`src/rtl/c_rr_arbiter_lock.sv`:
```
// Round-robin arbiter with packet lock: a granted requester holds the resource
// until it presents tail; priority rotates past the last packet's owner.
module c_rr_arbiter_lock #(
  parameter int num_req = 8
) (
  input  logic               clk,
  input  logic               reset,
  input  logic               update,
  input  logic [0:num_req-1] req,
  input  logic [0:num_req-1] tail,
  output logic [0:num_req-1] gnt,
  output logic               gnt_valid,
  output logic               locked
);

  logic [0:num_req-1] prio_q;
  logic [0:num_req-1] owner_q;
  logic               locked_q;

  logic [0:num_req-1] mask;
  logic [0:num_req-1] hi;
  logic [0:num_req-1] prio_rot;
  logic               seen;

  function automatic logic [0:num_req-1] first_set(input logic [0:num_req-1] v);
    logic [0:num_req-1] r;
    r = '0;
    for (int i = num_req - 1; i >= 0; i--) begin
      if (v[i]) begin
        r    = '0;
        r[i] = 1'b1;
      end
    end
    return r;
  endfunction

  // Thermometer expansion of the one-hot pointer: ones from the pointer upward.
  always_comb begin
    mask = '0;
    seen = 1'b0;
    for (int i = 0; i < num_req; i++) begin
      seen    = seen | prio_q[i];
      mask[i] = seen;
    end
    hi = req & mask;
  end

  always_comb begin
    if (!reset)
      gnt = '0;
    else if (locked_q)
      gnt = owner_q & req;
    else if (|hi)
      gnt = first_set(hi);
    else
      gnt = first_set(req);
  end

  assign gnt_valid = |gnt;
  assign locked    = locked_q;

  always_comb begin
    prio_rot = '0;
    for (int i = 0; i < num_req; i++)
      prio_rot[(i + 1) % num_req] = gnt[i];
  end

  always_ff @(posedge clk) begin
    if (!reset) begin
      prio_q   <= {1'b1, {(num_req - 1){1'b0}}};
      locked_q <= 1'b0;
      owner_q  <= '0;
    end else if (update && gnt_valid) begin
      if (|(gnt & tail)) begin
        prio_q   <= prio_rot;
        locked_q <= 1'b0;
        owner_q  <= '0;
      end else begin
        locked_q <= 1'b1;
        owner_q  <= gnt;
      end
    end
  end

  a_gnt_onehot0 : assert property (@(posedge clk) $onehot0(gnt));
  a_gnt_subset  : assert property (@(posedge clk) (gnt & ~req) == '0);
  a_prio_onehot : assert property (@(posedge clk) disable iff (!reset) $onehot(prio_q));
  a_owner_lock  : assert property (@(posedge clk) disable iff (!reset)
                                   $onehot(owner_q) == locked_q);

endmodule

```
`config.mk`:
```
export PLATFORM = sky130hd
export DESIGN_NAME = c_rr_arbiter_lock
export DESIGN_NICKNAME = d
export VERILOG_FILES = /design/src/rtl/c_rr_arbiter_lock.sv
export SDC_FILE = /design/constraint.sdc
export NUM_CORES = 1
export LEC_CHECK = 0
export CORE_MARGIN = 4
export CORE_UTILIZATION = 54
export DETAILED_ROUTE_END_ITERATION = 10
export MAX_ROUTING_LAYER = met4
export PLACE_DENSITY = 0.85
export SETUP_SLACK_MARGIN = 0.1
export SLEW_MARGIN = 20
export SYNTH_ARGS = -nofsm -noshare
export SYNTH_HDL_FRONTEND = slang
export SYNTH_SLANG_ARGS = --single-unit
```
`constraint.sdc`:
```
create_clock -name clk -period 6.84 [get_ports clk]
set_input_delay 0.684 -clock clk [delete_from_list [all_inputs] [get_ports clk]]
set_output_delay 0.684 -clock clk [all_outputs]
set_load 0.02 [all_outputs]
```
=== After elaboration in Yosys (flattened, before gate mapping) ===
Cells that the tools add are included.

* Register bits: 17
* Input port bits: 19
* Output and inout port bits: 10
* Logic and storage cells: 39

* Muxes and demuxes: 21
* Bitwise logic cells: 10
* Reduce and logical (&&, ||, !) cells: 5

{| class="wikitable"
|+ Operator list
! kind !! count
|-
| $mux W8 || 18
|-
| $and A8 B8 Y8 || 3
|-
| $reduce_or A8 Y1 || 3
|-
| $or A1 B1 Y1 || 7
|-
| $mux W1 || 3
|-
| $reduce_and A2 Y1 || 1
|-
| $logic_and A1 B1 Y1 || 1
|}

=== Logic depth before layout (Yosys ltp) ===
Gate-level depths: netlist (run 1).

* Word-level depth: 22
* Gate-level depth with buffers: 11
* Gate-level depth less buffers: 8

=== Least setup slack after synthesis (run 1) ===
OpenSTA, ideal clock, no wires.

* Path type: input to output
* From: input req[0] (netlist name)
* To: output gnt_valid
* Data arrival time: 2.832 ns
* Data required time: 6.156 ns
* Path slack: 3.324 ns
* Cell stages on the path: 6
* Path buffers: 0
* Path through: or3_4 or3b_4 o211a_2 a211o_1 or4_4 or4_1

* Longest elaborated chain between the ends: 6
* Elaborated cells between the ends (all ways): 9

{| class="wikitable"
|+ Ends and longest elaborated chain
! what !! line !! RTL
|-
| start, declared || 9 || <nowiki>input logic [0:num_req-1] req,</nowiki>
|-
| $and A8 B8 Y8 || 45 || <nowiki>hi = req & mask;</nowiki>
|-
| $reduce_or A8 Y1 or $mux W8 (tied branches) || 53, 29 ||
|-
| $mux W8 * || 53 || <nowiki>else if (|hi)</nowiki>
|-
| $mux W8 * || 51 || <nowiki>else if (locked_q)</nowiki>
|-
| $mux W8 * || 49 || <nowiki>if (!reset)</nowiki>
|-
| via gnt (one bit) || 11 || <nowiki>output logic [0:num_req-1] gnt,</nowiki>
|-
| $reduce_or A8 Y1 * || 59 || <nowiki>assign gnt_valid = |gnt;</nowiki>
|-
| end, declared || 12 || <nowiki>output logic gnt_valid,</nowiki>
|}

Mark *: on every way through the listed nets, which the timed path passes. The rest lies on a longest branch.

=== Worst setup path after layout (run 1) ===
* From: input reset
* To: output gnt_valid

* Longest elaborated chain between the ends: 2

{| class="wikitable"
|+ Ends and longest elaborated chain
! what !! line !! RTL
|-
| start, declared || 7 || <nowiki>input logic reset,</nowiki>
|-
| $mux W8 || 49 ||
|-
| $reduce_or A8 Y1 || 59 ||
|}

No other way between the ends.

==> impl_metrics.tcl, run 1 <==
set metrics [dict create \
    htree_num_levels 1 \
    dp_slack_ns 2.15 \
    clk_pin_slew_ns 0.09 \
    p_leak_nw 0.635 \
    slowest_delay_ns 0.95 \
    final.period_utilization 0.688 \
    yosysWarningCount 0 \
    final_util 0.706 \
    first_iter_violations 93 \
    synth_area_leaders "dfxtp_1 26%, nand2_1 5.8%, mux2i_1 4.6%" \
    critical_path.cell_chain "clkdlybuf4s50_1 -> and4_1 -> a211o_1 -> or4_4 -> or4_1 -> clkdlybuf4s50_1" \
    critPathMostFrequentCell "clkdlybuf4s50_1" \
    postSynthCellCount 159 \
    path_buf_inv 2 \
    yosysTopAreaCellShare 0.261 \
    io_pins 29 \
    yosysTopAreaCell "dfxtp_1" \
    die_height_um 57.1 \
    drt_pass1_iterations 5 \
    vias_per_cell 6.72 \
    drive_gt1_frac 0.0924 \
    setup-tns-final_ns 0 \
    area_growth_pct 22.2 \
    clock_sinks 17 \
    p_clk_frac 0.132 \
    fin_skew_ns 0.00177 \
    seqPwrFrac 0.340 \
    grt_usage 0.252 \
    setup_viol 0 \
    timing.fmax_mhz 212 \
    final-hold-violation-count 0 \
    clk_latency_ns 0.29 \
    power.share.switching 0.439 \
    ys_seq_area_frac 0.261 \
    grt_pass1_vias 1369 \
    synth_common_cells "20 x nand2_1, 17 x dfxtp_1, 11 x nand3_1" \
    rows 17 \
    synth_edf_count 0 \
    ctsResizeCount 0 \
    p_total_w 0.000408 \
    gp_congestion 0.961 \
    cts_tree "yes" \
    synth-seq-cells 17 \
    internal-power_w 0.000229 \
    wirelength_mm 3.78 \
    grt_max_degree 32 \
    pwr_density_cell_nw_per_um2 256 \
    cp_data_arrival_time_ns 4.02 \
    synth_fp_nets 178 \
    outcome "finished clean" \
    ctsHoldBuffers 0 \
    path_class "in2out" \
    cts_setup_buffers 0 \
    start_util 0.578 \
    hp-start "owner_q[0]$_SDFFE_PN0P_" \
    routedWlPerCell_um 17.8 \
    io_buffers 28 \
    clockBufferDepth 2 \
    peakVddDrop_uv 216 \
    synthFlopType "dfxtp_1" \
    die_w_um 57.1 \
    nets 204 \
    cts_buffers 3 \
    grt_pass1_wl_mm 6.44 \
    vias 1424 \
    ant_nets 0 \
    dieArea_um2 3260 \
    tightest_slew_ns 1.03 \
    yosysMostFrequentCell "nand2_1" \
    place_hpwl_mm 2.85 \
    final_cell_area_um2 1590 \
    critical_path.top_delay_family "simple AND/OR/NAND/NOR gates" \
    placed_area_um2 1570 \
    syn_area_per_cell_um2 8.19 \
    slew-limit-headroom 0.314 \
    maxCapViolCount 0 \
    setup_ws_ns 2.13 \
    critPathRequiredTime_ns 6.16 \
    r2r-start "locked$_SDFFE_PN0P_" \
    critPathMaxFanout 31 \
    worstHoldPathType "reg2reg" \
    drv_slew 0 \
    async_flop_share 0 \
    switchingPower_w 0.000179 \
    core-area_um2 2250 \
    end_kind "primary output" \
    syn_area_um2 1300 \
    rsz0062_at_grt "no" \
    start_kind "primary input" \
    antennaDiodeCount 0 \
    ys_types 57 \
    slowest_stage "clkdlybuf4s50_1" \
    crit_path_start "reset" \
    gr-total-overflow 0 \
    root_buffer "clkbuf_4" \
    nFillCells 199 \
    antenna_found_initial 0 \
    period_needed_ns 4.71 \
    drc 0 \
    p_comb_frac 0.528 \
]
==> power groups by stage <==
stage / Clock [W] / Sequential [W] / Combinational (W)
floorplan: 0 / 0.000127 / 0.000165
global placement: 0 / 0.000140 / 0.000209
detailed placement: 0 / 0.000141 / 0.000211
CTS: 0.0000540 / 0.000138 / 0.000213
global route: 0.0000575 / 0.000142 / 0.000233
finish: 0.0000537 / 0.000139 / 0.000215
==> cells in the final DEF (no fill, tap or decap), types with 3 or more instances in the layout <==
cell type,synthesis,layout
a211o_1,3,3
a21oi_1,4,4
a31o_1,3,3
clkbuf_4,0,3
clkdlybuf4s50_1,0,28
dfxtp_1,17,17
inv_1,7,7
mux2i_1,6,6
nand2_1,20,20
nand2b_1,3,3
nand3_1,11,11
nor2_1,6,6
nor3_1,5,5
o211ai_1,5,5
o31ai_1,3,3
o41ai_1,6,6
or3_1,5,5
==> registers in the layout, summed over array words and instances (netlist names) <==
| name | flops |
|---|---|
| prio_q | 8 |
| owner_q | 8 |
| locked | 1 |
==> area by class of cell <==
class / count / area [µm²] / area share
clock buffer: 4 / 26.3 / 0.0165
inverter: 9 / 33.8 / 0.0212
multi-input combinational: 126 / 876 / 0.550
sequential: 17 / 340 / 0.214
tap: 28 / 35.0 / 0.0220
timing repair buffer: 28 / 280 / 0.176
==> path summary, 6_finish.rpt <==
kind                             endpoint  slack [ns]  cells after the start
setup reg to reg   prio_q[0]$_SDFFE_PN1P_        3.51                      8
setup / recovery                gnt_valid        2.13                      6
hold reg to reg   owner_q[0]$_SDFFE_PN0P_        0.48                      2
hold / removal    owner_q[0]$_SDFFE_PN0P_        0.48                      2
==> cell families after synthesis <==
family / synth area share
DFF: 0.261
and+or+nand+nor: 0.302
muxes: 0.0548
AOI/OAI and AO/OA: 0.316
buffers and inverters: 0.0663
==> per-layer routing <==
layer | global-route usage | vias up | part of all wire
li1 | - | 680 | -
met1 | 0.337 | 665 | 0.44
met2 | 0.380 | 70 | 0.46
met3 | 0.0475 | 9 | 0.081
met4 | 0.0828 | 0 | 0.019
met5 | - | - | 0
==> through the flow <==
| stage | hold slack (ns) | cells |
|---|---|---|
| finish | 0.478 | 212 |
| global route | 0.513 | 212 |
| global placement | 0.449 | 208 |
| CTS | 0.483 | 212 |
| floorplan | 0.432 | 159 |
| detailed placement | 0.465 | 208 |
==> worst min-delay path, cell delays in order, from the launching register on <==
cell	delay, ns
dfxtp_1	0.32
nand3_1	0.06
o41ai_1	0.06
Power figures use the tool's default switching activity.
==> run 2, diff against run 1 <==
--- a/config.mk
+++ b/config.mk
@@ -6,10 +6,10 @@
 export NUM_CORES = 1
 export LEC_CHECK = 0
 export CORE_MARGIN = 4
-export CORE_UTILIZATION = 54
+export CORE_UTILIZATION = 45
 export DETAILED_ROUTE_END_ITERATION = 10
 export MAX_ROUTING_LAYER = met4
-export PLACE_DENSITY = 0.85
+export PLACE_DENSITY = 0.75
 export SETUP_SLACK_MARGIN = 0.1
 export SLEW_MARGIN = 20
 export SYNTH_ARGS = -nofsm -noshare
==> constraint.sdc (replaced) <==
create_clock -name clk -period 4.05 [get_ports clk]
set_input_delay 0.405 -clock clk [delete_from_list [all_inputs] [get_ports clk]]
set_output_delay 0.405 -clock clk [all_outputs]
set_load 0.02 [all_outputs]
==> run 2 against run 1 <==
Against the previous run:
- die area up 17%
- utilization decreased by 10 points
- final cell count increased by 5.7%
- sequential share of layout area fell by 1.0 points
- via count increased by 2.6%
- setup slack worse by 1.7 ns
- critical path depth up 2
- largest cell class unchanged
- largest power group unchanged
==> impl_metrics.tcl, run 2 (same netlist as run 1, synthesis figures left out) <==
set metrics [dict create \
    fin_skew_ns 0.00395 \
    antenna_found_initial 0 \
    start_kind "primary input" \
    first_iter_violations 143 \
    io_buffers 28 \
    wirelength_mm 4.03 \
    grt_max_degree 17 \
    rows 19 \
    clk_pin_slew_ns 0.08 \
    ctsHoldBuffers 0 \
    outcome "finished clean" \
    root_buffer "clkbuf_4" \
    path_class "in2out" \
    clk_latency_ns 0.29 \
    gp_congestion 0.838 \
    nets 213 \
    met2_usage 0.344 \
    setup-tns-final_ns 0 \
    rsz0062_at_grt "no" \
    place_hpwl_mm 3.09 \
    core-area_um2 2760 \
    slew-limit-headroom 0.482 \
    ant_nets 0 \
    die_w_um 61.8 \
    setup_viol 0 \
    routedWlPerCell_um 18.0 \
    period_needed_ns 3.63 \
    final.period_utilization 0.897 \
    gr-total-overflow 0 \
    vias_per_cell 6.52 \
    end_kind "primary output" \
    grt-busiest-layer "met2" \
    tightest_slew_ns 0.775 \
    start_util 0.472 \
    htree_num_levels 1 \
    whs_ns 0.495 \
    die_height_um 61.8 \
    final-hold-violation-count 0 \
    vias 1461 \
    grt_usage 0.234 \
    drive_gt1_frac 0.140 \
    cts_tree "yes" \
    maxCapViolCount 0 \
    area_growth_pct 28.3 \
    p_leak_nw 0.692 \
    pwr_density_cell_nw_per_um2 426 \
    cts_setup_buffers 0 \
    grt_pass1_vias 1353 \
    timing.fmax_mhz 275 \
    drt_pass1_iterations 4 \
    use_met3 0.0145 \
    clockBufferDepth 2 \
    critPathRequiredTime_ns 3.64 \
    peakVddDrop_uv 322 \
    drv_slew 0 \
    layout_commonest_cell "clkdlybuf4s50_1" \
    cts_buffers 3 \
    most-common-layout-cells "27 x clkdlybuf4s50_1, 20 x nand2_1, 17 x dfxtp_1" \
    grt_pass1_wl_mm 6.37 \
    dieArea_um2 3820 \
    io_pins 29 \
    grt_use_met1 0.323 \
    critPathMaxFanout 7 \
    antennaDiodeCount 0 \
    worstHoldPathType "reg2reg" \
    cp_data_arrival_time_ns 3.23 \
    clock_sinks 17 \
    nFillCells 246 \
    drc 0 \
]
[run 2: per-layer routing]
layer,share of wire,vias up
met4,0.024,0
met2,0.46,72
met3,0.080,7
met5,0,-
li1,-,695
met1,0.44,687
[run 2: final timing paths]
| path | from | to | slack (ns) | cells after the start |
|---|---|---|---|---|
| max | req[1] | gnt_valid | 0.42 | 8 |
| min | owner_q[3]$_SDFFE_PN0P_ | owner_q[3]$_SDFFE_PN0P_ | 0.49 | 2 |
| max reg2reg | prio_q[0]$_SDFFE_PN1P_ | owner_q[6]$_SDFFE_PN0P_ | 0.83 | 8 |
| min reg2reg | owner_q[3]$_SDFFE_PN0P_ | owner_q[3]$_SDFFE_PN0P_ | 0.49 | 2 |
[run 2: stage by stage]
step,setup slack [ns],instance area (µm²),std cells,power (W),util
3_5_place_dp,0.107,1640,220,0.000619,0.593
5_1_grt,0.334,1670,224,0.000759,0.606
6_report,0.419,1670,224,0.000712,0.606
4_1_cts,0.107,1670,224,0.000709,0.605
3_3_place_gp,0.139,1640,220,0.000612,0.593
2_1_floorplan,1.07,1300,159,0.000493,-
[run 2: what timing repair did]
item	in CTS	in global routing
setup endpoints to repair	1	1
resized for setup	1	1
pin swaps	0	0
gates cloned	0	0
hold endpoints to repair	0	0
[run 2: worst max-delay path, cell delays in order]
cell	delay [ns]
clkdlybuf4s50_1	0.56
or3_4	0.19
or3b_4	0.40
o211a_2	0.18
a31o_1	0.24
or4_4	0.56
or4_1	0.47
dlymetal6s2s_1	0.22
[run 2: power by group]
group / internal [W] / total (W) / switching (W)
Sequential: 0.000190 / 0.000221 / 0.0000308
Clock: 0.0000384 / 0.0000891 / 0.0000507
Combinational: 0.000173 / 0.000402 / 0.000229
Total: 0.000402 / 0.000712 / 0.000311
[run 2: layout make-up]
cell class | instances | area [µm²] | share of cell area
Multi-Input combinational cell | 126 | 882 | 0.528
Timing Repair Buffer | 37 | 350 | 0.210
Sequential cell | 17 | 340 | 0.204
Tap cell | 31 | 38.8 | 0.0232
Inverter | 9 | 33.8 | 0.0202
Clock buffer | 4 | 26.3 | 0.0157
==> run 3, diff against run 2 <==
--- a/config.mk
+++ b/config.mk
@@ -6,10 +6,11 @@
 export NUM_CORES = 1
 export LEC_CHECK = 0
 export CORE_MARGIN = 4
-export CORE_UTILIZATION = 45
+export CORE_UTILIZATION = 47
+export CTS_BUF_LIST = sky130_fd_sc_hd__clkbuf_2 sky130_fd_sc_hd__clkbuf_4 sky130_fd_sc_hd__clkbuf_8
 export DETAILED_ROUTE_END_ITERATION = 10
 export MAX_ROUTING_LAYER = met4
-export PLACE_DENSITY = 0.75
+export PLACE_DENSITY = 0.78
 export SETUP_SLACK_MARGIN = 0.1
 export SLEW_MARGIN = 20
 export SYNTH_ARGS = -nofsm -noshare
==> run 3 against run 2 <==
Against the previous run:
- routed wire length increased by 2.5%
- largest power group unchanged
- combinational power increased by 4%
- die area decreased by 3.7%
- non-clock buffer count increased by 4
- register-to-register slack improved by 0.04 ns
- sequential power about the same
- largest cell class unchanged
- via count increased by 3.2%
- highest routed layer unchanged
==> impl_metrics.tcl, run 3 (same netlist as run 1, synthesis figures left out) <==
set metrics [dict create \
    nFillCells 237 \
    grt_pass1_vias 1421 \
    layout_commonest_cell "clkdlybuf4s50_1" \
    met2_length_mm 1.85 \
    start_util 0.507 \
    period_needed_ns 3.80 \
    area_growth_pct 30.4 \
    dieArea_um2 3680 \
    ant_nets 0 \
    rsz0062_at_grt "no" \
    timing.fmax_mhz 263 \
    crit_path_start "req[1]" \
    p_comb_frac 0.573 \
    grt_pass1_wl_mm 6.53 \
    p_clk_frac 0.125 \
    seqPwrFrac 0.302 \
    clock_sinks 17 \
    htree_num_levels 1 \
    whs_ns 0.474 \
    gr-total-overflow 0 \
    antenna_found_initial 0 \
    first_iter_violations 97 \
    r2r-start "prio_q[0]$_SDFFE_PN1P_" \
    setup_viol 0 \
    end_kind "primary output" \
    top_layer "met4" \
    core-area_um2 2570 \
    r2r_slack_ns 0.87 \
    grt_max_degree 17 \
    critPathRequiredTime_ns 3.64 \
    die_w_um 60.6 \
    peakVddDrop_uv 412 \
    most-common-layout-cells "27 x clkdlybuf4s50_1, 20 x nand2_1, 17 x dfxtp_1" \
    r2r_cells 9 \
    internal-power_w 0.000410 \
    wirelength_mm 4.13 \
    clk_latency_ns 0.30 \
    io_pins 29 \
    cts_setup_buffers 0 \
    p_leak_nw 0.706 \
    vias_per_cell 6.64 \
    reg2reg_to "owner_q[2]$_SDFFE_PN0P_" \
    fin_skew_ns 0.00745 \
    cp_data_arrival_time_ns 3.39 \
    wl_met3_um 443 \
    maxCapViolCount 0 \
    hp-start "owner_q[0]$_SDFFE_PN0P_" \
    clockBufferDepth 2 \
    start_kind "primary input" \
    path_class "in2out" \
    ctsHoldBuffers 0 \
    grt_usage 0.246 \
    cts_tree "yes" \
    critPathMaxFanout 7 \
    drc 0 \
    antennaDiodeCount 0 \
    cts_buffers 3 \
    final-hold-violation-count 0 \
    rows 18 \
    gp_congestion 0.881 \
    io_buffers 28 \
    wl_met1_mm 1.66 \
    min_to "owner_q[0]$_SDFFE_PN0P_" \
    slew-limit-headroom 0.629 \
    drv_slew 0 \
    root_buffer "clkbuf_4" \
    hold_depth 2 \
    vias 1508 \
    routedWlPerCell_um 18.2 \
    pwr_density_cell_nw_per_um2 431 \
    worstHoldPathType "reg2reg" \
    power.share.switching 0.441 \
    switchingPower_w 0.000323 \
    nets 217 \
    outcome "finished clean" \
    place_hpwl_mm 3.22 \
    tightest_slew_ns 0.554 \
    die_height_um 60.6 \
    drt_pass1_iterations 5 \
    clk_pin_slew_ns 0.10 \
    final.period_utilization 0.937 \
    setup-tns-final_ns 0 \
    drive_gt1_frac 0.162 \
]
-- run 3: cell types whose count changed in the layout (fill, tap and decap cells not counted), sizes merged --
cell	before	now
clkinv	1	2
dlygate4sd2	0	1
clkbuf	4	3
buf	9	13
dlymetal6s2s	1	0
-- run 3: worst max path at each step --
stage,end,slack (ns),cells after the start
after CTS,gnt_valid,0.26,8
after floorplan,gnt_valid,1.07,8
after global routing,gnt_valid,0.18,8
after global placement,gnt_valid,0.11,8
final,gnt_valid,0.25,8
after detailed placement,gnt_valid,0.06,8
-- run 3: critical path: stages --
cell             delay (ns)
clkdlybuf4s50_1        0.56
or3_4                  0.19
or3b_4                 0.40
o211a_2                0.18
a31o_1                 0.26
or4_4                  0.56
or4_1                  0.51
dlygate4sd2_1          0.34
-- run 3: through the flow --
step | power, W | cells | utilization | area, µm² | worst slack (ns)
6_report | 0.000732 | 227 | 0.661 | 1700 | 0.255
4_1_cts | 0.000724 | 227 | 0.661 | 1700 | 0.262
5_1_grt | 0.000775 | 227 | 0.661 | 1700 | 0.181
3_3_place_gp | 0.000634 | 223 | 0.649 | 1670 | 0.111
3_5_place_dp | 0.000637 | 223 | 0.649 | 1670 | 0.0592
2_1_floorplan | 0.000493 | 159 | - | 1300 | 1.07
-- run 3: what timing repair did --
item | in CTS | in global routing
endpoints found under the hold margin | 0 | 0
resized for setup | 2 | 0
setup endpoints to repair | 1 | 0
-- run 3: routing by layer --
metal / up-vias / global-route usage
met5: - / -
met1: 679 / 0.315
met2: 97 / 0.369
met3: 24 / 0.0447
met4: 0 / 0.124
li1: 708 / -
-- run 3: area by class of cell --
cell class | count | area (µm²) | area share
sequential | 17 | 340 | 0.200
inverter | 9 | 33.8 | 0.0199
clock inverter | 1 | 5.00 | 0.00295
timing repair buffer | 41 | 377 | 0.222
tap | 30 | 37.5 | 0.0221
multi-input combinational | 126 | 882 | 0.520
clock buffer | 3 | 22.5 | 0.0133
-- run 3: power by group through the flow --
stage	sequential (W)	combinational (W)	clock [W]
finish	0.000221	0.000420	0.0000914
global route	0.000224	0.000451	0.0000998
CTS	0.000221	0.000413	0.0000909
detailed placement	0.000223	0.000413	0
global placement	0.000221	0.000413	0
floorplan	0.000215	0.000278	0
